[config.mk]
export PLATFORM = sky130hd
export DESIGN_NAME = jtdsp16_xaau_stack_flat
export DESIGN_NICKNAME = d
export VERILOG_FILES = /design/src/rtl/jtdsp16_pkg.sv /design/src/rtl/jtdsp16_xaau_stack_if.sv /design/src/rtl/jtdsp16_rstack.sv /design/src/rtl/jtdsp16_xaau_stack.sv /design/src/flat_wrapper.sv
export SDC_FILE = /design/constraint.sdc
export NUM_CORES = 1
export LEC_CHECK = 0
export ABC_AREA = 1
export CAP_MARGIN = 10
export CORE_ASPECT_RATIO = 0.6
export CORE_MARGIN = 10
export CORE_UTILIZATION = 41
export CTS_BUF_LIST = sky130_fd_sc_hd__clkbuf_4
export DETAILED_ROUTE_END_ITERATION = 6
export PLACE_DENSITY_LB_ADDON = 0.05
export RECOVER_POWER = 100
export SLEW_MARGIN = 20
export SYNTH_ARGS = -nofsm -noshare
export SYNTH_HDL_FRONTEND = slang
export SYNTH_HIERARCHICAL = 1
export SYNTH_SLANG_ARGS = --single-unit
[constraint.sdc]
create_clock -name clk -period 3.86 [get_ports clk]
set_input_delay 0.772 -clock clk [delete_from_list [all_inputs] [get_ports clk]]
set_output_delay 0.772 -clock clk [all_outputs]
set_load 0.05 [all_outputs]
[src/rtl/jtdsp16_pkg.sv]
// Shared encodings for the XAAU program sequencer: register-load selects,
// interrupt vectors and hardware-loop states.
package jtdsp16_pkg;

  typedef enum logic [1:0] {
    LD_PT  = 2'd0,
    LD_TOP = 2'd1,
    LD_PI  = 2'd2,
    LD_I   = 2'd3
  } ld_sel_e;

  localparam int IRQ_VEC_EXT = 0;
  localparam int IRQ_VEC_SW  = 1;

  typedef enum logic {
    LOOP_IDLE = 1'b0,
    LOOP_RUN  = 1'b1
  } loop_st_e;

endpackage

[src/rtl/jtdsp16_xaau_stack_if.sv]
// Control/status bundle of the XAAU sequencer; loop signals exist only
// when JTDSP16_XAAU_LOOP_EN is defined.
interface jtdsp16_xaau_stack_if #(
  parameter int AW     = 16,
  parameter int JW     = 12,
  parameter int SDEPTH = 4
);
  localparam int LW = $clog2(SDEPTH) + 1;

  logic          cen;
  logic          goto_ja, call_ja, goto_pt, call_pt;
  logic          ret, iret, icall, ext_irq, pc_halt;
  logic [JW-1:0] j_field;
  logic          ld_en;
  logic [1:0]    ld_sel;
  logic [AW-1:0] ld_data;
  logic          pt_inc;
  logic [AW-1:0] rom_addr;
  logic [AW-1:0] pt_out;
  logic          in_irq;
  logic [LW-1:0] stk_level;
  logic          stk_ovf, stk_unf;
`ifdef JTDSP16_XAAU_LOOP_EN
  logic          do_ld;
  logic [6:0]    do_cnt;
  logic [3:0]    do_len;
  logic          loop_act;
`endif

  modport master (
    output cen, goto_ja, call_ja, goto_pt, call_pt, ret, iret, icall, ext_irq,
           pc_halt, j_field, ld_en, ld_sel, ld_data, pt_inc,
    input  rom_addr, pt_out, in_irq, stk_level, stk_ovf, stk_unf
`ifdef JTDSP16_XAAU_LOOP_EN
    , output do_ld, do_cnt, do_len, input loop_act
`endif
  );

  modport slave (
    input  cen, goto_ja, call_ja, goto_pt, call_pt, ret, iret, icall, ext_irq,
           pc_halt, j_field, ld_en, ld_sel, ld_data, pt_inc,
    output rom_addr, pt_out, in_irq, stk_level, stk_ovf, stk_unf
`ifdef JTDSP16_XAAU_LOOP_EN
    , input do_ld, do_cnt, do_len, output loop_act
`endif
  );

endinterface

[src/rtl/jtdsp16_rstack.sv]
// Return-address stack: entry 0 is the top; a push when full drops the oldest
// entry. Overflow/underflow flags are sticky until reset.
module jtdsp16_rstack #(
  parameter int AW     = 16,
  parameter int SDEPTH = 4,
  parameter int LW     = $clog2(SDEPTH) + 1
) (
  input  logic          rst,
  input  logic          clk,
  input  logic          cen,
  input  logic          push,
  input  logic          pop,
  input  logic          wr_top,
  input  logic [AW-1:0] din,
  output logic [AW-1:0] top,
  output logic [LW-1:0] level,
  output logic          ovf,
  output logic          unf
);

  logic [AW-1:0] mem [SDEPTH];
  logic          full, empty;

  assign full  = (level == LW'(SDEPTH));
  assign empty = (level == '0);
  assign top   = mem[0];

  always_ff @(posedge clk or posedge rst) begin
    if (rst) begin
      for (int k = 0; k < SDEPTH; k++) mem[k] <= '0;
      level <= '0;
      ovf   <= 1'b0;
      unf   <= 1'b0;
    end else if (cen) begin
      // Writing the top of an empty stack creates the entry.
      if (push || (wr_top && empty)) begin
        mem[0] <= din;
        for (int k = 1; k < SDEPTH; k++) mem[k] <= mem[k-1];
        if (full) ovf   <= 1'b1;
        else      level <= level + LW'(1);
      end else if (pop) begin
        if (empty) begin
          unf <= 1'b1;
        end else begin
          for (int k = 0; k < SDEPTH - 1; k++) mem[k] <= mem[k+1];
          mem[SDEPTH-1] <= '0;
          level         <= level - LW'(1);
        end
      end else if (wr_top) begin
        mem[0] <= din;
      end
    end
  end

endmodule

[src/rtl/jtdsp16_xaau_stack.sv]
// XAAU program counter, pt/pi/i registers, interrupts and return stack.
// Optional hardware loop compiled in with JTDSP16_XAAU_LOOP_EN.
module jtdsp16_xaau_stack
  import jtdsp16_pkg::*;
#(
  parameter int AW     = 16,
  parameter int JW     = 12,
  parameter int SDEPTH = 4
) (
  input  logic rst,
  input  logic clk,
  jtdsp16_xaau_stack_if.slave bus
);

  localparam int LW = $clog2(SDEPTH) + 1;

  logic [AW-1:0] pc, pc_nxt, pc_inc, pt, pi, stk_top;
  logic [JW-1:0] i_reg;
  logic          in_irq;
  logic          irq_take, any_ja, any_pt, seq;
  logic          push, pop, wr_top;
  logic [LW-1:0] level;
  logic          loop_jmp;
  logic [AW-1:0] loop_pc;

  assign pc_inc   = pc + AW'(1);
  assign irq_take = !in_irq && (bus.ext_irq || bus.icall);
  assign any_ja   = bus.goto_ja || bus.call_ja;
  assign any_pt   = bus.goto_pt || bus.call_pt;
  assign seq      = !(irq_take || any_ja || any_pt || bus.ret || bus.iret || bus.pc_halt);

  // A call pushes only when it is the branch that actually wins.
  assign push   = bus.cen && !irq_take && (any_ja ? bus.call_ja : bus.call_pt);
  assign pop    = bus.cen && !irq_take && !any_ja && !any_pt && bus.ret;
  assign wr_top = bus.cen && bus.ld_en && (bus.ld_sel == LD_TOP) && !push;

  always_comb begin
    pc_nxt = pc_inc;
    if (irq_take)
      pc_nxt = bus.ext_irq ? AW'(IRQ_VEC_EXT) : AW'(IRQ_VEC_SW);
    else if (any_ja)
      pc_nxt = {pc[AW-1:JW], bus.j_field};
    else if (any_pt)
      pc_nxt = pt;
    else if (bus.ret)
      pc_nxt = (level == '0) ? pc_inc : stk_top;
    else if (bus.iret)
      pc_nxt = pi;
    else if (bus.pc_halt)
      pc_nxt = pc;
    else if (loop_jmp)
      pc_nxt = loop_pc;
  end

  always_ff @(posedge clk or posedge rst) begin
    if (rst) begin
      pc     <= '0;
      pt     <= '0;
      pi     <= '0;
      i_reg  <= '0;
      in_irq <= 1'b0;
    end else if (bus.cen) begin
      pc <= pc_nxt;
      if (bus.ld_en && bus.ld_sel == LD_PT)
        pt <= bus.ld_data;
      else if (bus.pt_inc)
        pt <= pt + {{(AW-JW){i_reg[JW-1]}}, i_reg};
      if (bus.ld_en && bus.ld_sel == LD_PI)
        pi <= bus.ld_data;
      else if (irq_take)
        pi <= pc;
      if (bus.ld_en && bus.ld_sel == LD_I)
        i_reg <= bus.ld_data[JW-1:0];
      if (irq_take)
        in_irq <= 1'b1;
      else if (bus.iret)
        in_irq <= 1'b0;
    end
  end

`ifdef JTDSP16_XAAU_LOOP_EN
  loop_st_e      lp_st, lp_st_nxt;
  logic [AW-1:0] lp_start, lp_start_nxt, lp_end, lp_end_nxt;
  logic [6:0]    lp_cnt, lp_cnt_nxt;

  always_comb begin
    lp_st_nxt    = lp_st;
    lp_start_nxt = lp_start;
    lp_end_nxt   = lp_end;
    lp_cnt_nxt   = lp_cnt;
    loop_jmp     = 1'b0;
    // Only sequential flow closes the loop; branches and interrupts leave it alone.
    if (lp_st == LOOP_RUN && seq && pc == lp_end) begin
      if (lp_cnt > 7'd1) begin
        loop_jmp   = 1'b1;
        lp_cnt_nxt = lp_cnt - 7'd1;
      end else begin
        lp_st_nxt  = LOOP_IDLE;
      end
    end
    if (bus.do_ld && bus.do_cnt != '0 && bus.do_len != '0) begin
      lp_st_nxt    = LOOP_RUN;
      lp_start_nxt = pc_inc;
      lp_end_nxt   = pc + AW'(bus.do_len);
      lp_cnt_nxt   = bus.do_cnt;
    end
  end

  always_ff @(posedge clk or posedge rst) begin
    if (rst) begin
      lp_st    <= LOOP_IDLE;
      lp_start <= '0;
      lp_end   <= '0;
      lp_cnt   <= '0;
    end else if (bus.cen) begin
      lp_st    <= lp_st_nxt;
      lp_start <= lp_start_nxt;
      lp_end   <= lp_end_nxt;
      lp_cnt   <= lp_cnt_nxt;
    end
  end

  assign loop_pc      = lp_start;
  assign bus.loop_act = (lp_st == LOOP_RUN);
`else
  assign loop_jmp = 1'b0;
  assign loop_pc  = '0;
`endif

  jtdsp16_rstack #(.AW(AW), .SDEPTH(SDEPTH), .LW(LW)) u_rstack (
    .rst    (rst),
    .clk    (clk),
    .cen    (bus.cen),
    .push   (push),
    .pop    (pop),
    .wr_top (wr_top),
    .din    (push ? pc_inc : bus.ld_data),
    .top    (stk_top),
    .level  (level),
    .ovf    (bus.stk_ovf),
    .unf    (bus.stk_unf)
  );

  assign bus.rom_addr  = pc;
  assign bus.pt_out    = pt;
  assign bus.in_irq    = in_irq;
  assign bus.stk_level = level;

endmodule

[src/flat_wrapper.sv]
// flat-port wrapper written by rule: the top's interface ports become plain ports
module jtdsp16_xaau_stack_flat import jtdsp16_pkg::*;
#(
  parameter int AW     = 16,
  parameter int JW     = 12,
  parameter int SDEPTH = 4
)
  (rst, clk, bus_cen, bus_goto_ja, bus_call_ja, bus_goto_pt, bus_call_pt, bus_ret, bus_iret, bus_icall, bus_ext_irq, bus_pc_halt, bus_j_field, bus_ld_en, bus_ld_sel, bus_ld_data, bus_pt_inc, bus_rom_addr, bus_pt_out, bus_in_irq, bus_stk_level, bus_stk_ovf, bus_stk_unf);
  jtdsp16_xaau_stack_if #(.AW(AW), .JW(JW), .SDEPTH(SDEPTH)) bus_i ();
  input  logic rst;
  input  logic clk;
  input wire logic [$bits(bus_i.cen)-1:0] bus_cen;
  input wire logic [$bits(bus_i.goto_ja)-1:0] bus_goto_ja;
  input wire logic [$bits(bus_i.call_ja)-1:0] bus_call_ja;
  input wire logic [$bits(bus_i.goto_pt)-1:0] bus_goto_pt;
  input wire logic [$bits(bus_i.call_pt)-1:0] bus_call_pt;
  input wire logic [$bits(bus_i.ret)-1:0] bus_ret;
  input wire logic [$bits(bus_i.iret)-1:0] bus_iret;
  input wire logic [$bits(bus_i.icall)-1:0] bus_icall;
  input wire logic [$bits(bus_i.ext_irq)-1:0] bus_ext_irq;
  input wire logic [$bits(bus_i.pc_halt)-1:0] bus_pc_halt;
  input wire logic [$bits(bus_i.j_field)-1:0] bus_j_field;
  input wire logic [$bits(bus_i.ld_en)-1:0] bus_ld_en;
  input wire logic [$bits(bus_i.ld_sel)-1:0] bus_ld_sel;
  input wire logic [$bits(bus_i.ld_data)-1:0] bus_ld_data;
  input wire logic [$bits(bus_i.pt_inc)-1:0] bus_pt_inc;
  output wire logic [$bits(bus_i.rom_addr)-1:0] bus_rom_addr;
  output wire logic [$bits(bus_i.pt_out)-1:0] bus_pt_out;
  output wire logic [$bits(bus_i.in_irq)-1:0] bus_in_irq;
  output wire logic [$bits(bus_i.stk_level)-1:0] bus_stk_level;
  output wire logic [$bits(bus_i.stk_ovf)-1:0] bus_stk_ovf;
  output wire logic [$bits(bus_i.stk_unf)-1:0] bus_stk_unf;
  assign bus_i.cen = bus_cen;
  assign bus_i.goto_ja = bus_goto_ja;
  assign bus_i.call_ja = bus_call_ja;
  assign bus_i.goto_pt = bus_goto_pt;
  assign bus_i.call_pt = bus_call_pt;
  assign bus_i.ret = bus_ret;
  assign bus_i.iret = bus_iret;
  assign bus_i.icall = bus_icall;
  assign bus_i.ext_irq = bus_ext_irq;
  assign bus_i.pc_halt = bus_pc_halt;
  assign bus_i.j_field = bus_j_field;
  assign bus_i.ld_en = bus_ld_en;
  assign bus_i.ld_sel = bus_ld_sel;
  assign bus_i.ld_data = bus_ld_data;
  assign bus_i.pt_inc = bus_pt_inc;
  assign bus_rom_addr = bus_i.rom_addr;
  assign bus_pt_out = bus_i.pt_out;
  assign bus_in_irq = bus_i.in_irq;
  assign bus_stk_level = bus_i.stk_level;
  assign bus_stk_ovf = bus_i.stk_ovf;
  assign bus_stk_unf = bus_i.stk_unf;
  jtdsp16_xaau_stack #(.AW(AW), .JW(JW), .SDEPTH(SDEPTH)) u_core (.rst(rst), .clk(clk), .bus(bus_i));
endmodule
==> impl_metrics.json <==
{
  "violations": "max-capacitance violations, max-slew violations",
  "timing.slew.headroom_pct": -16.4,
  "syn_avg_cell_area_um2": 6.87,
  "synthAdderAreaFrac_pct": 2.76,
  "cts-resized-gates": 0,
  "dieArea_um2": 26900,
  "vias": 8234,
  "grt_pass1_wl_um": 42900,
  "synth_edf_count": 0,
  "power_leakage_nw": 4.63,
  "peakVddDrop_v": 0.000421,
  "track_usage_pct": 20.1,
  "cts_hold_buf": 0,
  "cts_sinks": 130,
  "clk_pin_slew_ps": 120,
  "routedWlPerCell_um": 17.4,
  "synth.cell_area_um2": 8440,
  "dp_hpwl_um": 20500,
  "internal_power_mw": 3.30,
  "p_sw_share_pct": 48.2,
  "required_ps": 4360,
  "htreeDepth": 4,
  "setup_tns_ps": 0,
  "synthSimpleGateAreaFrac_pct": 30.0,
  "yosysWarningCount": 6,
  "combPwrFrac_pct": 48.8,
  "drt-vias-per-instance": 5.26,
  "worst_setup_path_start_kind": "input port",
  "syn-num-nets": 1290,
  "path_buf_inv": 6,
  "row_count": 40,
  "grt_max_degree": 70,
  "diodes": 0,
  "max_cap_viol_count": 3,
  "antenna_found_initial": 0,
  "cts_tree": "done",
  "crit_chain": "dlygate4sd3_1 > nor2_1 > nor2_1 > nor2_1 > inv_2 > nor2_1 > inv_1 > nand4_1 > inv_1 > nand3_2 > nand2_1 > buf_4 > nand2_1 > buf_4 > o21ai_0",
  "hold_viol": 0,
  "dr.pass1.iters": 5,
  "clockPowerShare_pct": 14.8,
  "coreArea_um2": 20100,
  "synth_compound_area_share_pct": 17.3,
  "skew_ps": 17.8,
  "cpPeakStageDelay_ps": 540,
  "cts_setup_buffers": 0,
  "dieWidth_um": 205,
  "drcViolationCount": 0,
  "grt_pass1_vias": 7410,
  "cpMostUsedCell": "nor2_1",
  "dp_slack_ps": 430,
  "drive_gt1_share_pct": 5.80,
  "setup-violations-final": 0,
  "yosysUniqueCellTypes": 42,
  "rsz0062_at_grt": "false",
  "min_period_over_period_pct": 82.2,
  "wl_um": 27300,
  "layout.nets": 1342,
  "drtAntennaViolNets": 0,
  "hp-class": "register to register",
  "p_switching_mw": 3.07,
  "floorplan.initialDensity_pct": 42.0,
  "synth_seq_area_share_pct": 38.5,
  "regMostFlops": "u_core/u_rstack/mem",
  "critPathTopFamily": "buffers and inverters",
  "arrival_ps": 3670,
  "synth-xor-area-share_pct": 0.934,
  "seqPwrFrac_pct": 36.4,
  "cts_made_buffers": 17,
  "gp_congestion": 0.995,
  "largest_reg_flops": 48,
  "die_h_um": 131,
  "synth-seq-cells": 130,
  "root_buffer": "clkbuf_4",
  "power_density_nw_per_um2": 664,
  "timing.final.ws_setup_ps": 688,
  "period_needed_ps": 3170,
  "clock.fmax_ghz": 0.315,
  "syn_inst": 1228,
  "clk_latency_ps": 580,
  "io_pins": 82,
  "status": "finished, violations left",
  "gr-total-overflow": 0,
  "crit_type": "input port to register",
  "crit_fanout": 49,
  "drt_iter0_markers": 817,
  "worst_slew_pin_slew_ps": 1750,
  "end_kind": "register",
  "async_reset_ff_share_pct": 100,
  "synth_top_family_by_area": "simple AND/OR/NAND/NOR gates",
  "cts_buffer_depth": 2,
  "io_buffers": 81,
  "crit_slowest_cell": "dlygate4sd3_1",
  "area_growth_pct": 13.7,
  "drv_slew": 164,
  "ys.flop_type": "dfrtp_1",
  "fillers": 2114,
  "synthMuxAreaShare_pct": 0.267
}
## logic make-up after synthesis
| logic type | count (synthesis) |
|---|---|
| AOI/OAI and AO/OA | 279 |
| xor gates and xnor gates | 9 |
| adders and majority gates | 18 |
| buffers and inverters | 191 |
| DFF | 130 |
| muxes | 2 |
| and+or+nand+nor | 599 |
## per-layer routing
metal / part of all wire [%] / vias to the layer above / global-route usage, % / routed length (µm)
met5: 0 / - / 0 / 0
li1: - / 4076 / - / -
met2: 38 / 301 / 24.8 / 10400
met4: 0.73 / 0 / 4.03 / 199
met3: 8.3 / 12 / 5.20 / 2270
met1: 53 / 3845 / 32.8 / 14400
## worst reg2reg max path: stages (launching register included)
cell and delay [ps]:
dfrtp_1 430, nor2_1 260, nor2_1 130, inv_2 80
nor2_1 50, inv_1 370, nand4_1 160, inv_1 120
nand3_2 110, nand2_1 150, buf_4 410, nand2_1 110
buf_4 220, o21ai_0 190
## Yosys cell counts, types with 3 or more instances
cell,instances,area share (%)
clkbuf_1,17,0.76
nand2_2,8,0.59
nand3_1,101,6.0
nor2_1,87,3.9
inv_2,7,0.31
nor2_2,3,0.22
ha_1,17,2.5
buf_1,3,0.13
buf_2,26,1.5
o211ai_1,7,0.62
o21ai_0,154,9.1
dfrtp_1,130,39
xor2_1,7,0.73
nor2_4,3,0.40
a21oi_1,95,5.6
nand4_1,7,0.52
nand3_2,3,0.36
o21ai_1,13,0.77
buf_4,25,2.2
inv_1,108,4.8
buf_6,3,0.40
nand2_1,375,17
## path summary, 6_finish.rpt
check | start | end | cells after the start | slack (ps)
min reg2reg | u_core/u_rstack/unf$_DFFE_PP0P_ | u_core/u_rstack/unf$_DFFE_PP0P_ | 2 | 480
min in group asynchronous | rst | u_core/pi[14]$_DFFE_PP0P_ | 3 | 1200
min | u_core/u_rstack/unf$_DFFE_PP0P_ | u_core/u_rstack/unf$_DFFE_PP0P_ | 2 | 480
max in group asynchronous | rst | u_core/u_rstack/mem[36]$_DFFE_PP0P_ | 3 | 1560
max | bus_ext_irq | u_core/u_rstack/mem[1]$_DFFE_PP0P_ | 15 | 690
max reg2reg | u_core/bus.in_irq$_DFFE_PP0P_ | u_core/u_rstack/mem[1]$_DFFE_PP0P_ | 13 | 1010
## power by group through the flow
stage	clock network, mW	logic [mW]	registers, mW
floorplan	0	1.90	2.67
global placement	0	3.12	2.36
detailed placement	0	3.15	2.35
CTS	0.979	3.16	2.33
global route	1.04	3.47	2.40
finish	0.945	3.11	2.32
## cell type report
type	count	area (µm²)	share of cell area, %
repair buffers	107	995	10.4
inverters	117	439	4.58
clock inverters	11	114	1.19
well taps	273	342	3.56
multi-input cells	907	4300	44.8
flip-flops and latches	130	3250	33.9
clock buffers	21	158	1.64
## cells in the final DEF, fill, tap and decap left out, types with 3 or more instances in the layout
master / instances
clkdlybuf4s50_1: 38
nand2_2: 5
clkbuf_4: 21
xor2_1: 7
clkinvlp_4: 3
o211ai_1: 7
buf_4: 18
ha_1: 17
clkinv_1: 6
o21ai_1: 9
dlygate4sd3_1: 43
dfrtp_1: 130
nand3_1: 102
nor2_1: 89
a21oi_1: 96
inv_1: 111
clkbuf_1: 5
o21ai_0: 159
clkinv_2: 3
nand4_1: 7
nand2_1: 378
## per-stage QoR
stage                     area (µm²)  utilization, %  power (mW)  instances  hold WS, ps
final                           9600            47.7        6.37       1566          477
after global placement          9390            46.7        5.48       1534          452
after global routing            9600            47.7        6.91       1566          512
after floorplan                 8440               -        4.57       1228          453
after detailed placement        9390            46.7        5.50       1534          449
after CTS                       9670            48.0        6.47       1566          490
Note: power is estimated with default switching activity, not from simulation.
